**config.mk**
```make
export PLATFORM = sky130hd
export DESIGN_NAME = mem_module
export DESIGN_NICKNAME = d
export VERILOG_FILES = /design/src/rtl/mem_module_pkg.sv /design/src/rtl/mem_module_dmem_port.sv /design/src/rtl/mem_module.sv
export SDC_FILE = /design/constraint.sdc
export NUM_CORES = 1
export LEC_CHECK = 0
export CORE_UTILIZATION = 45
export DETAILED_ROUTE_END_ITERATION = 16
export GPL_ROUTABILITY_DRIVEN = 0
export GPL_TIMING_DRIVEN = 1
export PLACE_DENSITY = 0.8
export SLEW_MARGIN = 20
export SYNTH_ARGS = -nofsm -noshare
export SYNTH_HDL_FRONTEND = slang
export SYNTH_HIERARCHICAL = 1
export SYNTH_SLANG_ARGS = --single-unit
```
**constraint.sdc**
```tcl
create_clock -name i_clock -period 2.55 [get_ports i_clock]
set_input_delay 0.51 -clock i_clock [delete_from_list [all_inputs] [get_ports i_clock]]
set_output_delay 0.51 -clock i_clock [all_outputs]
set_load 0.05 [all_outputs]
```
**src/rtl/mem_module_pkg.sv**
```systemverilog
// Shared definitions for the MEM stage: opcodes, stage bus layout, FSM encodings.
// Latency: n/a (definitions only).
// Backpressure: n/a.
package mem_module_pkg;

   localparam logic [3:0] OP_LOAD  = 4'b1010;
   localparam logic [3:0] OP_STORE = 4'b1011;

   // exbus and membus share one layout; only the low field changes meaning
   // (store data on exbus, memory result on membus).
   typedef struct packed {
      logic        vld;   // [39]
      logic [3:0]  op;    // [38:35]
      logic [2:0]  dest;  // [34:32]
      logic [15:0] res;   // [31:16] ALU value / memory address
      logic [15:0] dat;   // [15:0]  store data (exbus) / memresult (membus)
   } stage_bus_t;

   localparam logic [0:0] ST_IDLE   = 1'b0;
   localparam logic [0:0] ST_ACCESS = 1'b1;

   function automatic logic is_mem_op(input logic [3:0] op);
      return (op == OP_LOAD) || (op == OP_STORE);
   endfunction

endpackage

```
**src/rtl/mem_module_dmem_port.sv**
```systemverilog
// Data-memory port: ACCESS FSM, req/ack hold, timeout abort, result selection.
// Latency: req rises the cycle after i_start; o_done is combinational in the ack/timeout cycle.
// Backpressure: o_idle low while an access is outstanding; dmem request held until ack or timeout.
// Ports: i_start/i_wr/i_addr/i_wdata launch an access; o_done/o_memresult report its end;
//        o_dmem_* / i_dmem_* form the memory req/ack interface; o_mem_err is sticky.
module mem_module_dmem_port
   import mem_module_pkg::*;
#(
   parameter int          ACK_TIMEOUT = 16,
   parameter logic [15:0] ERR_DATA    = 16'hDEAD
) (
   input  logic        i_clock,
   input  logic        i_reset,
   input  logic        i_start,
   input  logic        i_wr,
   input  logic [15:0] i_addr,
   input  logic [15:0] i_wdata,
   input  logic [15:0] i_dmem_rdata,
   input  logic        i_dmem_ack,
   output logic        o_idle,
   output logic        o_done,
   output logic [15:0] o_memresult,
   output logic        o_dmem_req,
   output logic        o_dmem_wr,
   output logic [15:0] o_dmem_addr,
   output logic [15:0] o_dmem_wdata,
   output logic        o_mem_err
);

   localparam int             CW       = $clog2(ACK_TIMEOUT + 1);
   localparam logic [CW-1:0]  CNT_LAST = CW'(ACK_TIMEOUT - 1);
   localparam logic [CW-1:0]  CNT_MAX  = CW'(ACK_TIMEOUT);

   logic [0:0]    r_state;
   logic [CW-1:0] r_cnt;
   logic          r_wr;
   logic [15:0]   r_addr;
   logic [15:0]   r_wdata;
   logic          r_err;

   logic w_access;
   logic w_ack;
   logic w_timeout;

   assign w_access  = (r_state == ST_ACCESS);
   assign w_ack     = w_access & i_dmem_ack;
   // r_cnt counts completed req cycles, so CNT_LAST marks the final allowed one.
   // An ack in that same cycle takes priority over the abort.
   assign w_timeout = w_access & ~i_dmem_ack & (r_cnt == CNT_LAST);

   assign o_idle       = ~w_access;
   assign o_done       = w_ack | w_timeout;
   assign o_memresult  = r_wr  ? 16'h0 :
                         w_ack ? i_dmem_rdata : ERR_DATA;
   assign o_dmem_req   = w_access;
   assign o_dmem_wr    = r_wr;
   assign o_dmem_addr  = r_addr;
   assign o_dmem_wdata = r_wdata;
   assign o_mem_err    = r_err;

   always_ff @(posedge i_clock or posedge i_reset) begin
      if (i_reset) begin
         r_state <= ST_IDLE;
         r_cnt   <= '0;
         r_wr    <= 1'b0;
         r_addr  <= 16'h0;
         r_wdata <= 16'h0;
         r_err   <= 1'b0;
      end else if (!w_access) begin
         if (i_start) begin
            r_state <= ST_ACCESS;
            r_cnt   <= '0;
            r_wr    <= i_wr;
            r_addr  <= i_addr;
            r_wdata <= i_wdata;
         end
      end else begin
         if (o_done) begin
            r_state <= ST_IDLE;
            if (w_timeout) r_err <= 1'b1;
         end else if (r_cnt != CNT_MAX) begin
            r_cnt <= r_cnt + CW'(1);
         end
      end
   end

endmodule

```
**src/rtl/mem_module.sv**
```systemverilog
// MEM pipeline stage: registers EX result, runs LOAD/STORE over dmem req/ack, drives membus to WB.
// Latency: non-memory ops 1 cycle; LOAD/STORE 1 + ack delay (min 2) or 1 + ACK_TIMEOUT on abort.
// Backpressure: o_mem_allowin low while a memory access is outstanding; membus has no handshake.
// Ports: i_exbus in (40b), o_mem_allowin, o_membus out (40b, valid is a 1-cycle pulse),
//        o_dmem_req/wr/addr/wdata + i_dmem_rdata/ack memory port, o_mem_err sticky abort flag.
module mem_module
   import mem_module_pkg::*;
#(
   parameter int          ACK_TIMEOUT = 16,
   parameter logic [15:0] ERR_DATA    = 16'hDEAD
) (
   input  logic        i_clock,
   input  logic        i_reset,
   input  logic [39:0] i_exbus,
   output logic        o_mem_allowin,
   output logic [39:0] o_membus,
   output logic        o_dmem_req,
   output logic        o_dmem_wr,
   output logic [15:0] o_dmem_addr,
   output logic [15:0] o_dmem_wdata,
   input  logic [15:0] i_dmem_rdata,
   input  logic        i_dmem_ack,
   output logic        o_mem_err
);

   stage_bus_t  w_ex;
   stage_bus_t  r_membus;
   logic [3:0]  r_op;
   logic [2:0]  r_dest;

   logic        w_accept;
   logic        w_is_mem;
   logic        w_start;
   logic        w_done;
   logic [15:0] w_memresult;

   assign w_ex     = i_exbus;
   assign w_accept = o_mem_allowin & w_ex.vld;
   assign w_is_mem = is_mem_op(w_ex.op);
   assign w_start  = w_accept & w_is_mem;
   assign o_membus = r_membus;

   mem_module_dmem_port #(
      .ACK_TIMEOUT (ACK_TIMEOUT),
      .ERR_DATA    (ERR_DATA)
   ) u_dmem_port (
      .i_clock      (i_clock),
      .i_reset      (i_reset),
      .i_start      (w_start),
      .i_wr         (w_ex.op == OP_STORE),
      .i_addr       (w_ex.res),
      .i_wdata      (w_ex.dat),
      .i_dmem_rdata (i_dmem_rdata),
      .i_dmem_ack   (i_dmem_ack),
      .o_idle       (o_mem_allowin),
      .o_done       (w_done),
      .o_memresult  (w_memresult),
      .o_dmem_req   (o_dmem_req),
      .o_dmem_wr    (o_dmem_wr),
      .o_dmem_addr  (o_dmem_addr),
      .o_dmem_wdata (o_dmem_wdata),
      .o_mem_err    (o_mem_err)
   );

   // Accept and completion are mutually exclusive: allowin is low during ACCESS.
   // The latched address doubles as the exresult field of the completed instruction.
   always_ff @(posedge i_clock or posedge i_reset) begin
      if (i_reset) begin
         r_membus <= '0;
         r_op     <= 4'h0;
         r_dest   <= 3'h0;
      end else begin
         r_membus.vld <= 1'b0;
         if (w_accept && !w_is_mem) begin
            r_membus <= '{vld: 1'b1, op: w_ex.op, dest: w_ex.dest, res: w_ex.res, dat: 16'h0};
         end else if (w_done) begin
            r_membus <= '{vld: 1'b1, op: r_op, dest: r_dest, res: o_dmem_addr, dat: w_memresult};
         end
         if (w_start) begin
            r_op   <= w_ex.op;
            r_dest <= w_ex.dest;
         end
      end
   end

endmodule
```
==> flow_summary.toml, run 1 <==
[global_routing]
track_usage_pct = 22.9
grt_pass1_vias = 3238
antenna_found_initial = 0
grt_max_degree = 29
grt_pass1_wl_mm = 15.9
grt_overflow = 0

[route]
drt-initial-drc-count = 128
finalWirelength_mm = 9.85
via_count = 3268
drt_drc_violations_left = 0
antenna_left = 0
dr.pass1.iters = 4
avgRoutedWirePerCell_um = 15.4
routed_via_density = 5.11

[die]
start_util_pct = 47.0
io_pins = 135
std_cell_rows = 33
die_x_um = 95.4
core-area_um2 = 8340
die-area_um2 = 9090
die_h_um = 95.4

[worst_setup_path]
slowest_stage = "clkdlybuf4s50_1"
critPathBufInv = 2
cp-start-kind = "flip-flop"
crit_arrival_ns = 1.92
endpoint_kind = "output port"
path_class = "reg2out"
cp_max_fo = 7
max_stage_delay_ns = 0.85
crit_family = "buffers and inverters"
crit_chain = "inv_1 -> clkdlybuf4s50_1"
crit_required_ns = 2.04

[placed_design]
io_buffers = 134
hpwlAfterDp_mm = 7.02
dpl_cell_area_um2 = 5380
post-place-ws_ns = 0.309

[clocking]
post_cts_buffers = 0
cts_tree = "done"
cts_made_buffers = 9
ctsLongestPathBuffers = 2
h-tree-depth = 3
clk_latency_ns = 0.35
cts_sinks = 87
cts-hold-fix-buffers = 0
path_clk_slew_ns = 0.08
cts_resized = 0
clockRootBuffer = "clkbuf_8"

[sta]
tns_ns = 0
skew_ns = 0.00822
slew_violations = 0
rsz0062_at_grt = "false"
tightest_slew_ns = 0.568
slew_headroom_pct = 62.1
hold_violations = 0
period_share_pct = 95.3
max_freq_mhz = 411
finalHoldWorstSlack_ns = 0.409
layout_min_cycle_time_ns = 2.43
setup_violations = 0
finalWorstSetupSlack_ns = 0.119

[cells_and_area]
final_area_um2 = 5610
diodes = 0
final_layout_size_suffix_gt1_share_pct = 10.5
area_delta_synth_final_pct = 43.1
nets = 592

[pwr]
p_leak_nw = 2.51
power_switching_w = 0.00165
p_int_w = 0.00278
seqPwrFrac_pct = 39.7
p_total_w = 0.00443
switching_share_pct = 37.2
p_per_area_nw_per_um2 = 790
ir_worst_vdd_mv = 0.398
power_frac_comb_pct = 35.7
p_clk_share_pct = 24.6

[synth]
syn-instance-count = 394
ys_types = 39
synth.avg_cell_area_um2 = 9.95
ys_seq_elements = 87
synth_nets = 456
ys_seq_area_share_pct = 55.5
netlist_area_um2 = 3920
ys_warn_count = 6

[outcome]
status = "complete, no violations"

[hold_path]
hold_path.class = "in2async"

[job]
drv_cap = 0
layer usage:
layer / track usage, % / share of wire, % / up-vias
met3: 5.02 / 8.0 / 4
met4: 7.83 / 0.45 / 0
li1: - / - / 1549
met5: 0 / 0 / -
met1: 31.3 / 44 / 1588
met2: 36.1 / 48 / 127
layout by cell type (no fill, tap or decap), drive strengths merged, types with 2 or more instances in the layout:
cell type / count
clkdlybuf4s50: 134
nand2: 107
dfrtp: 87
nor2: 46
mux2i: 39
o21ai: 23
nand3: 21
buf: 15
clkbuf: 12
inv: 9
and2: 7
mux2: 5
or2: 4
nand2b: 3
ha: 3
a211o: 3
a21oi: 2
bufinv: 2
nor2b: 2
worst reg2reg max path, cell delays in order, from the launching register on:
cell     delay [ns]
dfrtp_1        0.41
ha_1           0.21
and3_1         0.17
ha_1           0.27
nor2_1         0.11
nor2_4         0.24
buf_12         0.26
mux2i_1        0.22
o21ai_0        0.09
stage by stage:
step	util (%)	std cells
after floorplan	-	394
final	67.3	640
after global placement	64.5	624
after CTS	67.3	640
after global routing	67.3	640
after detailed placement	64.5	624
logic make-up after synthesis:
group                      count (synthesis)  share of synthesized area [%]
AOI/OAI and AO/OA                         32                           5.14
buffers and inverters                     32                           5.10
muxes                                     44                           11.5
and+or+nand+nor                          196                           21.8
DFF                                       87                           55.5
adders and majority gates                  3                          0.957
final timing paths:
kind / from / to / slack (ns) / depth (start not counted)
min in group i_clock: u_dmem_port/o_mem_err / u_dmem_port/o_mem_err / 0.48 / 1
worst max register to register: u_dmem_port/r_cnt[0] / o_membus[37] / 0.43 / 8
worst min register to register: u_dmem_port/o_mem_err / u_dmem_port/o_mem_err / 0.48 / 1
max in group asynchronous: i_reset / u_dmem_port/o_dmem_wdata[2] / 1.41 / 3
worst min-delay path: i_reset / o_membus[18] / 0.41 / 2
worst max-delay path: u_dmem_port/o_dmem_req / o_mem_allowin / 0.12 / 2
synth_stat cells:
library cell,instances,area share [%]
nand2_1,106,10
dfrtp_1,87,56
nor2_1,45,4.3
mux2i_1,39,10
nand3_1,21,2.7
o21ai_0,19,2.4
buf_2,11,1.4
inv_1,8,0.77
and2_1,6,0.96
mux2_2,4,1.1
o21ai_2,4,0.89
or2_2,4,0.64
clkbuf_1,3,0.29
ha_1,3,0.96
nand2b_1,3,0.48
a211o_1,2,0.45
a21oi_1,2,0.26
buf_4,2,0.38
buf_6,2,0.57
buf_8,2,0.77
clkbuf_8,2,0.70
nor2b_1,2,0.32
a211o_2,1,0.26
a31o_2,1,0.22
and2_2,1,0.19
and3_1,1,0.16
and3b_2,1,0.26
buf_1,1,0.096
clkbuf_2,1,0.13
mux2_4,1,0.38
nand2_2,1,0.16
nand3b_2,1,0.29
nand4_1,1,0.16
nand4bb_1,1,0.29
nor2_4,1,0.29
nor3b_4,1,0.48
o31a_1,1,0.22
o31ai_1,1,0.19
o32ai_1,1,0.22
layout make-up:
class / instances / area [um2]
Inverter: 8 / 30.0
Sequential cell: 87 / 2180
Clock buffer: 12 / 155
Multi-Input combinational cell: 275 / 1560
Clock inverter: 4 / 76.3
Tap cell: 105 / 131
Timing Repair Buffer: 149 / 1480
Fill cell: 638 / 2730
state kept, by name, indices dropped and copies added (netlist names):
register	count
r_op	4
u_dmem_port/o_dmem_req	1
u_dmem_port/o_dmem_wr	1
u_dmem_port/o_dmem_wdata	16
u_dmem_port/o_dmem_addr	16
o_membus	40
u_dmem_port/r_cnt	5
r_dest	3
u_dmem_port/o_mem_err	1
power groups by stage:
stage          Clock (W)  Sequential [W]  Combinational (W)
3_3_place_gp           0         0.00177            0.00156
5_1_grt          0.00118         0.00179            0.00168
4_1_cts          0.00111         0.00176            0.00159
6_report         0.00109         0.00176            0.00158
2_1_floorplan          0         0.00241           0.000362
3_5_place_dp           0         0.00178            0.00159
No activity file was read; power rests on OpenSTA's default activity.
==> run 2: changes to the inputs <==
--- a/config.mk
+++ b/config.mk
@@ -9,9 +9,8 @@
 export DETAILED_ROUTE_END_ITERATION = 16
 export GPL_ROUTABILITY_DRIVEN = 0
 export GPL_TIMING_DRIVEN = 1
-export PLACE_DENSITY = 0.8
+export PLACE_DENSITY = 0.81
 export SLEW_MARGIN = 20
 export SYNTH_ARGS = -nofsm -noshare
 export SYNTH_HDL_FRONTEND = slang
-export SYNTH_HIERARCHICAL = 1
 export SYNTH_SLANG_ARGS = --single-unit
==> flow_summary.toml, run 2 <==
[synth]
synth_compound_area_share_pct = 13.5
synthArstFlopShare_pct = 100
netlist_area_um2 = 3710
ys_types = 41
synth_most_common_cell = "dfrtp_1"
ys_warn_count = 0
synth_nets = 345
yosys-top-cells-area = "dfrtp_1 59%, mux2_2 11%, a221o_1 5.7%"
muxShareOfSynthArea_pct = 11.8
synth.avg_cell_area_um2 = 13.1
ys_seq_elements = 87
synth-edff-count = 0
syn-instance-count = 283
ys_seq_area_share_pct = 58.7
ys.flop_type = "dfrtp_1"
synth_top_family_by_area = "compound AO/OA/AOI/OAI gates"
synth_adder_area_share_pct = 1.01
synth_xor_area_share_pct = 0
synth-simple-area-share_pct = 9.99
yosys-top-cells-count = "87 x dfrtp_1, 37 x mux2_2, 22 x and3_1, 21 x a221o_1, 15 x nand2_1"
synth_top_area_cell = "dfrtp_1"
yosys.area.top_type_share_pct = 58.7

[worst_setup_path]
r2r-end = "o_membus[19]"
ff2ff_path_depth = 6
regToRegSetupSlack_ns = 0.41
crit_end = "o_mem_allowin"
cp-start-kind = "flip-flop"
crit_arrival_ns = 1.80
setup.worst_path.start = "u_dmem_port.o_dmem_req"
crit_required_ns = 2.04
worstReg2RegStart = "u_dmem_port.r_cnt[0]"
path_class = "reg2out"
endpoint_kind = "output port"
cp_max_fo = 12

[clocking]
cts_resized = 0
cts-hold-fix-buffers = 0
clk_latency_ns = 0.34
cts_tree = "done"
cts_sinks = 87
h-tree-depth = 3
clockRootBuffer = "clkbuf_8"
ctsLongestPathBuffers = 2
cts_made_buffers = 9
post_cts_buffers = 0
path_clk_slew_ns = 0.08

[placed_design]
io_buffers = 134
hpwlAfterDp_mm = 5.97

[die]
std_cell_rows = 32
die_h_um = 92.8
io_pins = 135
die-area_um2 = 8610
die_x_um = 92.8
start_util_pct = 47.2
core-area_um2 = 7850

[route]
antenna_left = 0
dr.pass1.iters = 4
finalWirelength_mm = 8.68
via_count = 2869
avgRoutedWirePerCell_um = 16.5
drt_drc_violations_left = 0
drt-initial-drc-count = 186
routed_via_density = 5.46

[sta]
setup_violations = 0
hold_violations = 0
tightest_slew_ns = 0.547
slew_violations = 0
tns_ns = 0
layout_min_cycle_time_ns = 2.31
max_freq_mhz = 433
slew_headroom_pct = 63.4
finalHoldWorstSlack_ns = 0.472
rsz0062_at_grt = "false"
skew_ns = 0.00718
period_share_pct = 90.5

[global_routing]
antenna_found_initial = 0
grt_pass1_vias = 2821
track_usage_pct = 20.9
grt_pass1_wl_mm = 14.1
grt_max_degree = 88
grt_overflow = 0

[cells_and_area]
multi_input_area_um2 = 1350
final_cell_mix = "134 x clkdlybuf4s50_1, 87 x dfrtp_1, 37 x mux2_2"
nFillCells = 604
largest_reg_flops = 40
diodes = 0
layout_commonest_cell = "clkdlybuf4s50_1"
seq_area_um2 = 2180
nets = 481
final_layout_size_suffix_gt1_share_pct = 17.3
area_delta_synth_final_pct = 43.9

[pwr]
p_leak_nw = 2.29
p_per_area_nw_per_um2 = 852
p_total_w = 0.00455
ir_worst_vdd_mv = 0.517

[hold_path]
hold_path.class = "reg2reg"

[job]
drv_cap = 0

[outcome]
status = "complete, no violations"
-- run 2: cell types whose count changed in the layout (fill, tap and decap cells not counted), moves of 18 or more --
cell,change
a221o_1,+21
and3_1,+21
nand3_1,-19
nand2_1,-91
mux2i_1,-37
o21ai_0,-18
mux2_2,+33
nor2_1,-36
-- run 2: worst min-delay path by stage --
stage,startpoint,end,slack [ns],cells past startpoint
after CTS,u_dmem_port.o_mem_err,u_dmem_port.o_mem_err,0.48,1
after floorplan,r_op[1],r_op[1],0.44,1
after global placement,r_op[1],r_op[1],0.45,1
after global routing,r_op[3],r_op[3],0.50,1
after detailed placement,u_dmem_port.o_mem_err,u_dmem_port.o_mem_err,0.46,1
final,u_dmem_port.o_mem_err,u_dmem_port.o_mem_err,0.47,1
-- run 2: cell type report --
type	instances	area share, %
flip-flops and latches	87	40.8
repair buffers	145	26.9
multi-input cells	167	25.2
clock buffers	11	2.65
well taps	102	2.39
clock inverters	4	1.31
inverters	9	0.703
-- run 2: through the flow --
stage	utilization, %	worst slack (ns)	instances	area, um2
floorplan	-	0.607	283	3710
global placement	65.3	0.301	510	5120
detailed placement	65.3	0.267	510	5120
CTS	68.0	0.231	525	5340
global route	68.0	0.168	525	5340
finish	68.0	0.243	525	5340
-- run 2: kinds of logic (layout without fill, tap and decap cells) --
| group | count (synthesis) | count (layout) |
|---|---|---|
| simple gates | 62 | 62 |
| flops | 87 | 87 |
| buf+inv | 29 | 169 |
| mux | 39 | 39 |
| compound gates | 63 | 63 |
| fa+ha+maj | 3 | 3 |
-- run 2: power breakdown --
| part | internal [W] | switching [W] |
|---|---|---|
| Clock | 0.000571 | 0.000452 |
| Sequential | 0.00163 | 0.000183 |
| Combinational | 0.000656 | 0.00105 |
-- run 2: per-layer routing --
| metal | up-vias | global-route usage (%) | routed length (um) |
|---|---|---|---|
| met5 | - | 0 | 0 |
| met2 | 129 | 32.0 | 3960 |
| met4 | 0 | 7.05 | 93 |
| met1 | 1410 | 28.4 | 3740 |
| met3 | 7 | 6.24 | 889 |
| li1 | 1323 | - | - |
-- run 2: worst max-delay path, stage by stage, from the launching register on --
cell,delay (ns)
dfrtp_1,0.50
inv_1,0.15
clkdlybuf4s50_1,0.81
